File: src/rtl/ripple_add_4bit_behavioral.sv
`default_nettype none
// ============================================================================
// Module     : ripple_add_4bit_behavioral
// Description: Registered 4-bit ripple-carry adder with carry in and carry out.
// Revision   : 1.0 - initial release
// ============================================================================
module ripple_add_4bit_behavioral (
  input  logic       clk,
  input  logic       rst_n,
  input  logic [3:0] a,
  input  logic [3:0] b,
  input  logic       carry_in,
  output logic [3:0] sum,
  output logic       carry_out
);

  localparam int c_WIDTH = 4;

  logic [c_WIDTH:0]   w_carry;
  logic [c_WIDTH-1:0] w_sum;
  logic [3:1]         w_carry_int;
  logic               w_carry_final;

  assign w_carry[0] = carry_in;

  // One behavioural full adder per bit; carries ripple from bit 0 upward.
  generate
    for (genvar i = 0; i < c_WIDTH; i++) begin : g_stage
      assign w_sum[i]       = a[i] ^ b[i] ^ w_carry[i];
      assign w_carry[i + 1] = (a[i] & b[i]) | (a[i] & w_carry[i]) | (b[i] & w_carry[i]);
    end
  endgenerate

  assign w_carry_int   = w_carry[3:1];
  assign w_carry_final = w_carry[c_WIDTH];

  logic [3:0] r_sum;
  logic       r_carry_out;

  always_ff @(posedge clk or negedge rst_n) begin
    if (!rst_n) begin
      r_sum       <= 4'b0000;
      r_carry_out <= 1'b0;
    end else begin
      r_sum       <= w_sum;
      r_carry_out <= w_carry_final;
    end
  end

  assign sum       = r_sum;
  assign carry_out = r_carry_out;

  // The intermediate carries are kept visible for debug but drive nothing.
  logic w_unused;
  assign w_unused = ^w_carry_int;

endmodule
`default_nettype wire

File: config.mk
export PLATFORM = sky130hd
export DESIGN_NAME = ripple_add_4bit_behavioral
export DESIGN_NICKNAME = d
export VERILOG_FILES = /design/src/rtl/ripple_add_4bit_behavioral.sv
export SDC_FILE = /design/constraint.sdc
export NUM_CORES = 1
export LEC_CHECK = 0
export ABC_AREA = 0
export CORE_AREA = 2 2 39 41
export CTS_CLUSTER_SIZE = 40
export DETAILED_ROUTE_END_ITERATION = 6
export DIE_AREA = 0 0 41 43
export PLACE_DENSITY = 0.48
export SLEW_MARGIN = 20
export SYNTH_ARGS = -nofsm -noshare
export SYNTH_HDL_FRONTEND = slang
export SYNTH_SLANG_ARGS = --single-unit
File: constraint.sdc
create_clock -name clk -period 1 [get_ports clk]
set_clock_uncertainty 0.15 [all_clocks]
set_input_delay 0.15 -clock clk [delete_from_list [all_inputs] [get_ports clk]]
set_output_delay 0.15 -clock clk [all_outputs]
set_load 0.02 [all_outputs]
==> results.toml <==
[routing]
wl_um = 451
via_per_inst = 3.52
ant_nets = 0
drc = 0
drt_first_pass_iters = 1
via_count = 190
drt-wirelength-per-cell_um = 8.35
drtIter0Drc = 0

[setup_path]
worstPathRequired_ns = 1.03
cpMaxStageDelayCell = "fa_2"
slowest_delay_ns = 0.42
worst-path-max-fanout = 1
crit_top_cell = "fa_2"
endpoint_kind = "flop"
critical_path_class = "primary input to flop"
startpoint_type = "primary input"
cp.arrival_ns = 1.74
crit_chain = "buf_8 -> inv_12 -> fa_2 -> inv_2 -> fa_2 -> fa_2 -> inv_2 -> fa_2 -> inv_2"

[synthesis]
synth_area_sq_um = 243
synth_top_area_share_pct = 51.5
synthXorXnorAreaFrac_pct = 0
synth.avg_cell_area_sq_um = 12.8
synth_nets = 34
synthSimpleGateAreaFrac_pct = 0
synthAdderAreaFrac_pct = 33.0
synth_cells = 19
synth.distinct_cells = 3
ys_seq_area_share_pct = 51.5
synth.largest_area_cell = "dfrtp_1"
synth_top_family_by_area = "adder cells"
synth_mux_area_share_pct = 0
synth_seq_cells = 5
synth.top_cells.by_area = "dfrtp_1, fa_1, inv_1"
synth_compound_area_share_pct = 0
yosysWarnings = 0

[cts]
htreeDepth = 1
cts_buffer_depth = 2
post-cts-setup-buffer-count = 0
cts_sinks = 5
cts_root_buf = "clkbuf_4"
cts_tree = "yes"
cts_buffers = 3
path_clk_slew_ns = 0.04

[grt]
overflow = 0
grt_util_all_layers_pct = 7.41
antenna_found_initial = 0
grt_pass1_wl_um = 765
grt_max_degree = 6
grt_pass1_vias = 221

[place]
placedInstanceArea_sq_um = 440
placed_cells = 50
io_buffers = 15
hpwl_um = 410
routabilityCongestion = 0.601
post-place-ws_ns = -1.50

[sta]
final.period_utilization_pct = 171
fin_crit_ns = 1.71
setup_violations = 9
hold_violations = 5
rsz0062_at_grt = "yes"
setup_slack_ns = -0.711
hold_ws_ns = -0.0285
slew_viol_final = 0
worstMarginPinSlew_ns = 0.208
timing.fmax_ghz = 0.584
slew_headroom_pct = 86.1

[finish]
multiInputGateArea_sq_um = 90.1
final_cell_mix = "buf_6, inv_2, dfrtp_1, clkdlybuf4s50_1, fa_2"
syn_to_final_growth_pct = 96.9
register_area_sq_um = 125
fill_cells = 138
final_common_cell = "buf_6"
design_area_sq_um = 478
drive_above_1_share_pct = 57.9
layout.nets = 54
n_antenna_cell = 0
fin_util_pct = 34.5
fin_cells = 54

[power]
ir_worst_vdd_v = 0.000319
p_leak_uw = 0.000228
powerDensity_nw_per_um2 = 1480

[floorplanning]
rows = 14
dieArea_sq_um = 1760
die_h_um = 43
pin_count = 16
start_util_pct = 17.5
dieWidth_um = 41
core_region_area_sq_um = 1380

[outcome]
status = "finished with violations"
violations = "hold timing, setup timing"

[min_path]
hp-class = "primary input to asynchronous set/reset pin"

[flow_run]
maxCapViolCount = 0
-- registers in the layout, summed over array words and instances, names as in the netlist --
signal and flops:
carry_out 1, sum 4
-- metrics by stage --
stage | TNS [ns] | power, uW
final | -1.89 | 709
after global routing | -2.09 | 764
after CTS | -2.13 | 718
after detailed placement | -6.56 | 469
after global placement | -6.40 | 460
after floorplan | -2.08 | 336
-- routing by layer --
metal	GRT usage, %	vias to the layer above	wire length, um
met5	0	-	0
met4	10.0	0	19
met3	3.66	2	84
met2	12.2	18	219
met1	4.00	86	128
li1	-	84	-
-- worst max-delay path: cells and delay by family --
kind,cells,cell delay [ns]
adder cells (fa/ha/maj),4,1.29
buffers and inverters,5,0.30
-- cells by family (layout without fill, tap and decap cells) --
kind of cell / Yosys count / after routing
DFF: 5 / 5
buffers and inverters: 10 / 29
adders and majority gates: 4 / 4
-- Yosys cell counts, drive strengths merged --
cell type and count:
fa 4, inv 10, dfrtp 5
-- cell type report --
cell class	count	area share [%]
multi-input cells	4	18.8
well taps	16	4.19
inverters	10	11.5
repair buffers	15	33.8
clock buffers	4	5.50
flip-flops and latches	5	26.2
-- what timing repair did --
action / in CTS / in global routing
pin swaps: 4 / 4
endpoints found under the setup margin: 10 / 9
endpoints found under the hold margin: 5 / 5
resized for setup: 51 / 2
-- where the power goes --
group          internal, uW  total (uW)  switching (uW)
Clock                   151         229            78.5
Sequential              236         250            13.6
Combinational           126         230             103
Total                   513         709             196
-- worst paths after layout --
path,startpoint,endpoint,slack (ns),depth (start not counted)
max,a[0],sum[3],-0.71,9
min,rst_n,sum[1],-0.03,1
max in group asynchronous,rst_n,sum[3],0.55,1
min in group clk,carry_in,sum[0],0.15,4
(Power assumes the default switching activity.)
